$ cat config.mk
export PLATFORM = sky130hd
export DESIGN_NAME = event_pending_gen
export DESIGN_NICKNAME = d
export VERILOG_FILES = /design/src/rtl/event_pending_gen.sv
export SDC_FILE = /design/constraint.sdc
export NUM_CORES = 1
export LEC_CHECK = 0
export CAP_MARGIN = 20
export CELL_PAD_IN_SITES_DETAIL_PLACEMENT = 2
export CELL_PAD_IN_SITES_GLOBAL_PLACEMENT = 2
export CORE_MARGIN = 2
export CORE_UTILIZATION = 41
export DETAILED_ROUTE_END_ITERATION = 10
export GPL_TIMING_DRIVEN = 0
export PLACE_DENSITY = 0.84
export SETUP_SLACK_MARGIN = 0.02
export SLEW_MARGIN = 20
export SYNTH_ARGS = -nofsm -noshare
export SYNTH_HDL_FRONTEND = slang
export SYNTH_SLANG_ARGS = --single-unit
$ cat constraint.sdc
create_clock -name main_clk -period 4.07 [get_ports main_clk]
set_input_delay 0.6105 -clock main_clk [delete_from_list [all_inputs] [get_ports main_clk]]
set_output_delay 0.6105 -clock main_clk [all_outputs]
set_load 0.05 [all_outputs]
$ cat src/rtl/event_pending_gen.sv
`default_nettype none
// ============================================================================
// event_pending_gen : sticky pending-event bits from key pulses, held-key
// auto-repeat and a level-scaled gravity timer.   Rev 1.0
// ============================================================================
`ifndef LEVEL_LEN
`define LEVEL_LEN 4
`endif
`ifndef EVENT_LEN
`define EVENT_LEN 6
`endif

module event_pending_gen #(
   parameter int FALL_BASE = 3000,
   parameter int FALL_STEP = 180,
   parameter int FALL_MIN  = 200,
   parameter int DAS       = 500,
   parameter int ARR       = 100
) (
   input  logic                  main_clk,
   input  logic                  rst_1plus,
   input  logic [4:0]            key_pulse,
   input  logic [2:0]            key_held,
   input  logic [`LEVEL_LEN-1:0] level,
   input  logic                  pause,
   input  logic [`EVENT_LEN-1:0] event_received,
   output logic [`EVENT_LEN-1:0] event_out,
   output logic [7:0]            drop_cnt
);

   localparam logic [15:0] c_fall_base = 16'(FALL_BASE);
   localparam logic [15:0] c_fall_step = 16'(FALL_STEP);
   localparam logic [15:0] c_fall_min  = 16'(FALL_MIN);
   localparam logic [15:0] c_das_last  = 16'(DAS - 1);
   localparam logic [15:0] c_arr_last  = 16'(ARR - 1);

   typedef enum logic [1:0] {
      S_IDLE   = 2'd0,
      S_DELAY  = 2'd1,
      S_REPEAT = 2'd2
   } rpt_state_t;

   logic [`EVENT_LEN-1:0] r_event;
   logic [7:0]            r_drop;
   logic [15:0]           r_grav_cnt;
   logic [2:0]            r_held_prev;
   logic [2:0]            w_fire;
   logic [15:0]           w_step_total;
   logic [15:0]           w_period;
   logic                  w_expire;
   logic                  w_down_raise;
   logic [`EVENT_LEN-1:0] w_raise;
   logic                  w_coalesce;

   // Period is clamped before subtracting so the 16-bit difference never wraps.
   assign w_step_total = 16'(level) * c_fall_step;
   assign w_period     = ((w_step_total >= c_fall_base) ||
                          ((c_fall_base - w_step_total) < c_fall_min)) ?
                         c_fall_min : (c_fall_base - w_step_total);
   assign w_expire     = ~pause & (r_grav_cnt >= (w_period - 16'd1));
   assign w_down_raise = key_pulse[1] | w_fire[0];

   // A DOWN move already dropped the piece, so it swallows a coincident expiry.
   assign w_raise = {w_expire & ~w_down_raise,
                     key_pulse[4],
                     key_pulse[3] | w_fire[2],
                     key_pulse[2] | w_fire[1],
                     w_down_raise,
                     key_pulse[0]};

   assign w_coalesce = |(w_raise & r_event & ~event_received);

   always_ff @(posedge main_clk or posedge rst_1plus) begin
      if (rst_1plus) begin
         r_grav_cnt <= 16'd0;
      end else if (w_down_raise) begin
         r_grav_cnt <= 16'd0;
      end else if (pause) begin
         r_grav_cnt <= r_grav_cnt;
      end else if (w_expire) begin
         r_grav_cnt <= 16'd0;
      end else begin
         r_grav_cnt <= r_grav_cnt + 16'd1;
      end
   end

   always_ff @(posedge main_clk or posedge rst_1plus) begin
      if (rst_1plus) begin
         r_held_prev <= 3'b000;
      end else begin
         r_held_prev <= key_held;
      end
   end

   // Held-key index 0/1/2 = DOWN/RIGHT/LEFT.
   for (genvar k = 0; k < 3; k++) begin : g_rpt
      rpt_state_t  r_state;
      rpt_state_t  w_state_nxt;
      logic [15:0] r_cnt;
      logic [15:0] w_cnt_nxt;
      logic        w_fire_k;

      always_comb begin
         w_state_nxt = r_state;
         w_cnt_nxt   = r_cnt;
         w_fire_k    = 1'b0;
         if (!key_held[k]) begin
            w_state_nxt = S_IDLE;
            w_cnt_nxt   = 16'd0;
         end else begin
            case (r_state)
               S_IDLE: begin
                  if (!r_held_prev[k]) begin
                     w_state_nxt = S_DELAY;
                     w_cnt_nxt   = 16'd0;
                  end
               end
               S_DELAY: begin
                  if (!pause) begin
                     if (r_cnt >= c_das_last) begin
                        w_fire_k    = 1'b1;
                        w_cnt_nxt   = 16'd0;
                        w_state_nxt = S_REPEAT;
                     end else begin
                        w_cnt_nxt = r_cnt + 16'd1;
                     end
                  end
               end
               S_REPEAT: begin
                  if (!pause) begin
                     if (r_cnt >= c_arr_last) begin
                        w_fire_k  = 1'b1;
                        w_cnt_nxt = 16'd0;
                     end else begin
                        w_cnt_nxt = r_cnt + 16'd1;
                     end
                  end
               end
               default: begin
                  w_state_nxt = S_IDLE;
                  w_cnt_nxt   = 16'd0;
               end
            endcase
         end
      end

      always_ff @(posedge main_clk or posedge rst_1plus) begin
         if (rst_1plus) begin
            r_state <= S_IDLE;
            r_cnt   <= 16'd0;
         end else begin
            r_state <= w_state_nxt;
            r_cnt   <= w_cnt_nxt;
         end
      end

      assign w_fire[k] = w_fire_k;
   end

   always_ff @(posedge main_clk or posedge rst_1plus) begin
      if (rst_1plus) begin
         r_event <= '0;
         r_drop  <= 8'd0;
      end else begin
         r_event <= w_raise | (r_event & ~event_received);
         if (w_coalesce && (r_drop != 8'hFF)) begin
            r_drop <= r_drop + 8'd1;
         end
      end
   end

   assign event_out = r_event;
   assign drop_cnt  = r_drop;

endmodule

`default_nettype wire

==> results.ini, run 1 <==
[layout]
syn_to_final_growth_pct = 25.2
nets = 806
drive_above_1_share_pct = 15.8
fillers = 1437
diodes = 0
multi_input_area_mm2 = 0.00394
seq_area_mm2 = 0.00218

[cts]
clock_sinks = 87
path_clk_slew_ns = 0.08
cts_tree = yes
cts_buffer_depth = 2
clk-insertion-delay-late_ns = 0.36
htreeDepth = 3
hold_buffers = 0
numCtsBuffers = 9
root_buffer = clkbuf_16

[synthesis]
syn_area_per_cell_um2 = 8.90
postSynthCellCount = 666
synth_area_leaders = dfrtp_1 37%, ha_1 9.9%, nand2_1 4.7%
netlist.area_leader.share_pct = 36.7
syn_nets = 736
synth_edf_count = 0
synth-seq-cells = 87
synth_area_mm2 = 0.00593
yosysMostFrequentCell = dfrtp_1
synth-seq-area-share_pct = 36.7
async_reset_ff_share_pct = 100
synth_cell_type_count = 73
ys.flop_type = dfrtp_1
ys_top_cells_by_count = 87 x dfrtp_1, 74 x nand2_1, 62 x nor2_1
post-synth-top-area-cell = dfrtp_1
yosys_warnings = 0

[pwr]
p_leak_nw = 3.16
powerDensity_mw_per_mm2 = 490
ir_worst_vdd_uv = 249
finalPower_mw = 3.64

[sta]
period_needed_ns = 6.03
layout_setup_ws_ns = -1.96
holdWs_ns = 0.516
timing.final.max_slew_violations = 0
fin_crit_sh_pct = 148
tightest_slew_ns = 0.731
slew-limit-headroom_pct = 50.6
setup_violations = 25
fin_worst_skew_ns = 0.0159
finalHoldViolations = 0
clock.fmax_mhz = 166
rsz0062_at_grt = yes
tns_ns = -42.25

[setup_path]
crit_required_ns = 4.32
crit_path_end_kind = flop
critPathLaunch = level[1]
crit_chain = buf_12 > ha_4 > ha_4 > ha_4 > fa_2 > inv_1 > o21ai_0 > a31oi_2 > or2_1 > o21a_2 > nor2b_2 > ha_4 > nand4_1 > o31ai_2 > xor2_1 > nand2_1 > ha_4 > nand4_1 > a21oi_2 > o41ai_4 > o21a_2 > or3_4 > a21o_4 > mux2_4
startpoint_type = primary input
worstSetupPathType = in -> reg
critPathMaxStageDelay_ns = 0.55
cp_slowest_cell = fa_2
path_max_fanout = 7
crit_top_cell = ha_4
arrival_ns = 6.28
worstReg2RegStart = g_rpt[1].r_cnt[0]

[grt]
grt_pass1_wl_mm = 35.0
antenna_found_initial = 0
grt_max_degree = 65
grt_usage_pct = 28.0
grt_remaining_overflow = 0
grt_pass1_vias = 6190

[placed_design]
gp_congestion = 0.749
portBuffers = 34
pre_cts_ws_ns = -3.20
dp_hpwl_mm = 13.1

[drt]
wl_per_cell_um = 28.3
antenna_left = 0
post-route-drc-count = 0
finalWirelength_mm = 26.0
routed_via_density = 6.33
first_pass_iters = 4
vias = 5822
drtIter0Drc = 372

[die]
dieArea_mm2 = 0.0154
fp-row-count = 43
initial_utilization_pct = 42.4
core-area_mm2 = 0.0140
die-height_um = 124
io_pins = 35
dieWidth_um = 124

[flow_run]
drv_cap = 0

[min_path]
hp-class = reg -> reg
hp-start = drop_cnt[4]

[outcome]
status = finished with violations
violations = negative setup slack

[metal layers]
metal	track usage, %	vias up	wire, um
met5	0	-	0
met4	9.39	0	1070
met3	3.70	81	854
met2	50.4	177	13500
met1	34.5	3035	10600
li1	-	2529	-
[cell usage in the layout, fill, tap and decap left out, drive strengths merged, types with 7 or more instances in the layout]
cell type	netlist	routed
buf	2	31
nand3	30	30
nor3	16	16
a31oi	9	9
inv	27	28
ha	47	47
dfrtp	87	87
and3	21	21
nand2	74	74
xor2	31	31
nand4	15	15
nor4	10	10
nor2b	9	9
xnor2	21	21
nand2b	14	14
o31ai	8	8
clkdlybuf4s50	0	30
clkbuf	12	21
and2	10	10
nor2	63	63
o21ai	51	51
a21oi	25	25
a211oi	7	7
[stage by stage]
stage | instance area [um^2] | std cells | util (%)
CTS | 7200 | 907 | 51.5
global route | 7420 | 920 | 53.1
finish | 7420 | 920 | 53.1
detailed placement | 6600 | 881 | 47.2
floorplan | 6000 | 666 | -
global placement | 6560 | 880 | 46.9
[kinds of logic (layout without fill, tap and decap cells)]
logic type | count (synthesis) | in the layout | synth area share, %
AO/OA/AOI/OAI | 150 | 150 | 17.0
XOR/XNOR | 52 | 52 | 7.81
adder cells (fa/ha/maj) | 49 | 49 | 10.6
buffers and inverters | 41 | 115 | 2.74
flip-flops | 87 | 87 | 36.7
multiplexers | 3 | 3 | 0.591
AND/OR/NAND/NOR | 284 | 284 | 24.5
[critical path: cells and delay by family]
kind | cells | cell delay (ns)
AO/OA/AOI/OAI | 8 | 1.92
XOR/XNOR | 1 | 0.23
adder cells (fa/ha/maj) | 6 | 1.67
buffers and inverters | 2 | 0.32
multiplexers | 1 | 0.29
AND/OR/NAND/NOR | 6 | 1.23
[timing repair]
item / 4_1_cts / 5_1_grt
cloned: 1 / 0
endpoints found under the setup margin: 25 / 25
buffers inserted: 11 / 13
resized for setup: 63 / 28
pin swaps: 20 / 11
[power breakdown]
part	internal [mW]	switching, mW	leakage [nW]
registers	0.943	0.111	1.18
logic	0.598	1.03	1.82
clock network	0.555	0.396	0.160
total	2.10	1.54	3.16
[worst paths after layout]
kind	to	slack, ns	depth (start not counted)
worst max-delay path	drop_cnt[1]	-1.96	24
worst min-delay path	drop_cnt[4]	0.52	1
worst max register to register	drop_cnt[1]	0.72	8
worst min register to register	drop_cnt[4]	0.52	1
max in group asynchronous	r_grav_cnt[9]	2.81	3
min in group asynchronous	g_rpt[2].r_cnt[1]	0.61	2
[cell type report]
class / instances / share of cell area (%)
Clock inverter: 5 / 1.10
Clock buffer: 10 / 3.22
Timing Repair Buffer: 60 / 7.92
Inverter: 27 / 1.43
Sequential cell: 87 / 29.3
Buffer: 13 / 0.860
Tap cell: 180 / 3.03
Multi-Input combinational cell: 538 / 53.1
[registers in the layout, indices dropped and copies added, names as in the netlist]
signal,cells
event_out,6
drop_cnt,8
r_held_prev,3
g_rpt.r_cnt,48
g_rpt.r_state,6
r_grav_cnt,16
No activity file was read; power rests on OpenSTA's default activity.
==> run 2, diff against run 1 <==
--- a/config.mk
+++ b/config.mk
@@ -12,7 +12,8 @@
 export CORE_UTILIZATION = 41
 export DETAILED_ROUTE_END_ITERATION = 10
 export GPL_TIMING_DRIVEN = 0
-export PLACE_DENSITY = 0.84
+export MAX_ROUTING_LAYER = met4
+export PLACE_DENSITY_LB_ADDON = 0.1
 export SETUP_SLACK_MARGIN = 0.02
 export SLEW_MARGIN = 20
 export SYNTH_ARGS = -nofsm -noshare
==> results.ini, run 2 (synthesis gave the netlist of run 1 again) <==
[layout]
drive_above_1_share_pct = 17.9  ; was 15.8%
largest-register = g_rpt.r_cnt  ; unchanged
largest_reg_flops = 48  ; unchanged
nets = 814  ; was 806
seq_area_mm2 = 0.00218  ; unchanged
fin_util_pct = 54.6  ; was 53.1%
fillers = 1426  ; was 1437
multi_input_area_mm2 = 0.00411  ; was 0.00394 mm^2
syn_to_final_growth_pct = 28.9  ; was 25.2%
diodes = 0  ; unchanged
layout_common_cells = 87 x dfrtp_1, 71 x nand2_1, 49 x nor2_1, 47 x o21ai_0, 38 x ha_1  ; was 87 x dfrtp_1, 72 x nand2_1, 53 x nor2_1, 47 x o21ai_0, 38 x ha_1
final_cells = 929  ; was 920
final_common_cell = dfrtp_1  ; unchanged

[die]
fp-row-count = 43  ; unchanged
dieWidth_um = 124  ; unchanged
initial_utilization_pct = 42.4  ; unchanged
core-area_mm2 = 0.0140  ; unchanged
io_pins = 35  ; unchanged
dieArea_mm2 = 0.0154  ; unchanged
die-height_um = 124  ; unchanged

[sta]
tns_ns = -43.60  ; was -42.25 ns
finalHoldViolations = 0  ; unchanged
slew-limit-headroom_pct = 44.6  ; was 50.6%
clock.fmax_mhz = 166  ; about the same
period_needed_ns = 6.04  ; was 6.03 ns
setup_violations = 25  ; unchanged
fin_crit_sh_pct = 148  ; about the same
tightest_slew_ns = 0.824  ; was 0.731 ns
timing.final.max_slew_violations = 0  ; unchanged
layout_setup_ws_ns = -1.97  ; was -1.96 ns
rsz0062_at_grt = yes  ; unchanged
fin_worst_skew_ns = 0.0132  ; was 0.0159 ns

[grt]
grt_usage_pct = 30.6  ; was 28.0%
antenna_found_initial = 0  ; unchanged
grt_pass1_vias = 6411  ; was 6190
grt_pass1_wl_mm = 36.8  ; was 35.0 mm
grt_remaining_overflow = 0  ; unchanged
grt_max_degree = 52  ; was 65

[min_path]
hp-class = reg -> reg  ; unchanged

[setup_path]
cp_slowest_cell = fa_2  ; unchanged
path_max_fanout = 10  ; was 7
worstSetupPathType = in -> reg  ; unchanged
critPathMaxStageDelay_ns = 0.51  ; was 0.55 ns
crit_path_end_kind = flop  ; unchanged
startpoint_type = primary input  ; unchanged
crit_top_cell = ha_4  ; unchanged
crit_required_ns = 4.34  ; was 4.32 ns
arrival_ns = 6.31  ; was 6.28 ns

[drt]
antenna_left = 0  ; unchanged
vias = 5973  ; was 5822
wl_per_cell_um = 29.9  ; was 28.3 um
drtIter0Drc = 387  ; was 372
first_pass_iters = 5  ; was 4
routed_via_density = 6.43  ; was 6.33
finalWirelength_mm = 27.8  ; was 26.0 mm
post-route-drc-count = 0  ; unchanged

[cts]
root_buffer = clkbuf_16  ; unchanged
cts_buffer_depth = 2  ; unchanged
clk-insertion-delay-late_ns = 0.36  ; about the same
cts_tree = yes  ; unchanged
hold_buffers = 0  ; unchanged
clock_sinks = 87  ; unchanged
numCtsBuffers = 9  ; unchanged
path_clk_slew_ns = 0.08  ; about the same
htreeDepth = 3  ; unchanged

[flow_run]
drv_cap = 0  ; unchanged

[placed_design]
dp_hpwl_mm = 13.2  ; was 13.1 mm
gp_congestion = 0.827  ; was 0.749
portBuffers = 34  ; unchanged
dpl.cell_count = 881  ; unchanged

[pwr]
ir_worst_vdd_uv = 260  ; was 249 uV
powerDensity_mw_per_mm2 = 485  ; was 490 mW/mm^2
p_leak_nw = 3.20  ; was 3.16 nW

[outcome]
violations = negative setup slack  ; unchanged
status = finished with violations  ; unchanged

[run 2: per-stage QoR]
stage / area, um^2 / power (mW) / setup slack [ns] / hold slack [ns]
floorplan: 6000 / 1.92 / -1.68 / 0.464
global placement: 6560 / 2.21 / -3.03 / 0.487
detailed placement: 6590 / 2.30 / -3.41 / 0.505
CTS: 7310 / 3.34 / -1.67 / 0.508
global route: 7640 / 3.84 / -2.05 / 0.546
finish: 7640 / 3.70 / -1.97 / 0.518
[run 2: final timing paths]
path	from	endpoint	slack, ns	depth (start not counted)
worst max-delay path	level[1]	drop_cnt[5]	-1.97	25
worst min-delay path	event_out[4]	event_out[4]	0.52	1
worst max register to register	g_rpt[1].r_cnt[0]	drop_cnt[1]	0.64	8
worst min register to register	event_out[4]	event_out[4]	0.52	1
max in group asynchronous	rst_1plus	g_rpt[2].r_cnt[6]	2.67	3
min in group asynchronous	rst_1plus	drop_cnt[7]	0.72	2
[run 2: where the power goes]
group          internal (mW)  switching (mW)  total [mW]
sequential             0.943           0.127        1.07
combinational          0.653            1.09        1.75
clock                  0.494           0.392       0.886
total                   2.09            1.61        3.70
[run 2: what timing repair did]
item	CTS	global route
buffers inserted	22	11
cloned	1	0
endpoints found under the setup margin	25	25
pin swaps	26	37
gates resized for setup	69	58
[run 2: worst max-delay path: cells and delay by family]
| family | cells | cell delay [ns] |
|---|---|---|
| adders and majority gates | 6 | 1.61 |
| and+or+nand+nor | 5 | 0.85 |
| buffers and inverters | 3 | 0.52 |
| AOI/OAI and AO/OA | 9 | 2.32 |
| xor gates and xnor gates | 2 | 0.41 |
[run 2: area by class of cell]
type,instances,area share [%]
Timing Repair Buffer,68,8.70
Buffer,13,0.868
Multi-Input combinational cell,538,53.8
Clock inverter,3,0.557
Inverter,27,1.36
Clock buffer,13,3.28
Tap cell,180,2.95
Sequential cell,87,28.5
[run 2: routing by layer]
layer  GRT usage, %  up-vias  routed length [um]
li1               -     2548                   -
met1           34.9     3133               10900
met2           55.0      200               14800
met3           4.43       92                 868
met4           10.7        0                1240
met5              -        -                   0
==> RTL edit, RTL diff (config.mk and constraints of run 1) <==
Encoding of `rpt_state_t`: now one-hot (3 bits for 3 states).
--- a/src/rtl/event_pending_gen.sv
+++ b/src/rtl/event_pending_gen.sv
@@ -35,8 +35,8 @@
    localparam logic [15:0] c_arr_last  = 16'(ARR - 1);
 
-   typedef enum logic [1:0] {
-      S_IDLE   = 2'd0,
-      S_DELAY  = 2'd1,
-      S_REPEAT = 2'd2
+   typedef enum logic [2:0] {
+      S_IDLE   = 3'b001,
+      S_DELAY  = 3'b010,
+      S_REPEAT = 3'b100
    } rpt_state_t;
 
Check against the original RTL: no difference found for any inputs over 4 cycles, from zero or initial values and one cycle with rst_1plus high; so few cycles prove little.
==> RTL edit against run 1 <==
- routed wire length decreased by 2.4%
- synthesized area grew 1.6%
- via count shrank 0.52%
- design area increased by 4.8%
- sequential cell count increased by 3
- sequential share of layout area shrank 0.33 points
- worst setup slack gained 0.075 ns
- combinational power shrank 22%
- clock skew fell by 0.0034 ns
- the flow still finishes with violations (negative setup slack)
- power decreased by 11%
==> RTL edit: results (changes against run 1) <==
| Metric | Value |
|---|---|
| Run status | `complete, but fails checks` |
| Failing checks | `negative setup slack` |
| Total Wirelength | `25400 um (-2.4%)` |
| Skew final | `0.0125 ns (-0.00342 ns)` |
| TNS Setup | `-44.82 ns (-2.57 ns)` |
| Int Pwr | `0.00196 W (-6.4%)` |
| Slowest CP cell | `fa_1` |
| Register area share after synthesis | `0.375 (+0.00745)` |
| Leak pwr | `3.27 nW (+3.5%)` |
| Slew headroom | `0.482 (-0.0237)` |
| Post-detail-place hpwl | `13100 um (+0.21%)` |
| Grt met2 use | `0.527 (+0.0232)` |
| Worst setup margin | `-1.89 ns (+0.0751 ns)` |
| Peak supply drop | `0.251 mV (+0.96%)` |
| Buffer and inverter count on the worst path | `5 (+3)` |
| Distinct cells, synth | `77 (+5.5%)` |
| M1 GR Usage | `0.338 (-0.00751)` |
| Setup violators final | `25 (unchanged)` |
| Layout cells sized above 1 | `0.207 (+0.0488)` |
| Post-synth top cells | `87 x dfrtp_1, 65 x nand2_1, 64 x nor2_1, 40 x o21ai_0, 36 x ha_1` |
| Worst hold start | `g_rpt[2].r_cnt[14]$_DFFE_PP0P_` |
| Nets@finish | `803 (-0.37%)` |
| Vias in the first global route | `6387 (+3.2%)` |
| Drt first pass iters | `5 (+1)` |
| Origin of the worst setup path | `level[2]` |
| Detailed-route via count | `5792 (-0.52%)` |
| Crit path largest cell delay | `0.52 ns (-0.03 ns)` |
| Largest net degree at the start of global routing | `76 (+17%)` |
| Top cells by area, synth | `dfrtp_1 36%, ha_1 7.5%, nand2_1 4.1%` |
| Met3 GRT Util | `0.0488 (+0.0118)` |
| RR Startpoint | `g_rpt[0].r_cnt[0]$_DFFE_PP0P_` |
| Top Family by Delay on Critical Path | `simple AND/OR/NAND/NOR gates` |
| First-pass GRT wire length | `35500 um (+1.5%)` |
| Worst Path Arrival | `6.20 ns (-0.08 ns)` |
| Hold depth | `2 (+1)` |
| GRT Util Overall | `0.285 (+0.00425)` |
| Initial DRC count | `316 (-15%)` |
| Placer Congestion | `0.794 (+6.0%)` |
==> RTL edit: cell count changes in the layout (fill, tap and decap cells not counted), sizes merged, moves of 7 or more <==
cell,delta
ha,-11
o21ai,-8
nand2,-9
or2,+7
inv,-11
nand2b,+10
a21o,+7
buf,+18
xor2,-14
==> RTL edit: logic make-up (layout without fill, tap and decap cells) <==
| kind of cell | Yosys count | count (layout) | synth area share |
|---|---|---|---|
| muxes | 6 | 6 | 0.0108 |
| buffers and inverters | 28 | 118 | 0.0210 |
| DFF | 90 | 90 | 0.375 |
| adders and majority gates | 38 | 38 | 0.0815 |
| and+or+nand+nor | 302 | 302 | 0.270 |
| xor gates and xnor gates | 44 | 44 | 0.0713 |
| AOI/OAI and AO/OA | 151 | 151 | 0.170 |
==> RTL edit: final cells by class <==
class / count / area (sq um)
Clock buffer: 9 / 225
Timing Repair Buffer: 75 / 728
Fill cell: 1445 / 6650
Multi-Input combinational cell: 541 / 4100
Inverter: 14 / 57.6
Clock inverter: 7 / 95.1
Buffer: 13 / 81.3
Sequential cell: 90 / 2260
Tap cell: 184 / 230
==> RTL edit: stage by stage <==
stage	cells	utilization	setup WS [ns]
3_5_place_dp	878	0.474	-2.81
6_report	933	0.539	-1.89
3_3_place_gp	877	0.471	-2.63
4_1_cts	918	0.519	-1.49
2_1_floorplan	659	-	-1.38
5_1_grt	933	0.539	-2.03
==> RTL edit: path summary, 6_finish.rpt <==
check / to / slack [ns]
worst min register to register: g_rpt[2].r_cnt[14]$_DFFE_PP0P_ / 0.51
min in group asynchronous: g_rpt[1].r_cnt[5]$_DFFE_PP0P_ / 0.55
worst max register to register: drop_cnt[2]$_DFFE_PP0P_ / 0.86
max in group asynchronous: g_rpt[2].r_state[0]$_DFFE_PP1P_ / 2.84
worst min-delay path: g_rpt[2].r_cnt[14]$_DFFE_PP0P_ / 0.51
worst max-delay path: r_grav_cnt[8]$_DFFE_PP0P_ / -1.89
==> RTL edit: timing repair <==
action	4_1_cts	5_1_grt
setup endpoints to repair	25	25
resized for setup	55	36
pin swaps	28	21
hold endpoints to repair	0	0
setup buffers	25	15
==> RTL edit: power by group through the flow <==
stage	Combinational, W	Clock, W	Sequential, W
floorplan	0.000582	0	0.00113
global placement	0.000911	0	0.00102
detailed placement	0.000967	0	0.00102
CTS	0.00111	0.000932	0.00101
global route	0.00134	0.00100	0.00103
finish	0.00127	0.000956	0.00102
==> RTL edit: worst min-delay path, cell delays in order (launching register included) <==
cell and delay, ns:
dfrtp_1 0.36, a31oi_1 0.04, nor2_1 0.07
==> RTL edit: per-layer routing <==
metal	routed length [um]	vias to the layer above
li1	-	2569
met1	10200	2996
met2	13500	162
met3	742	65
met4	937	0
met5	0	-
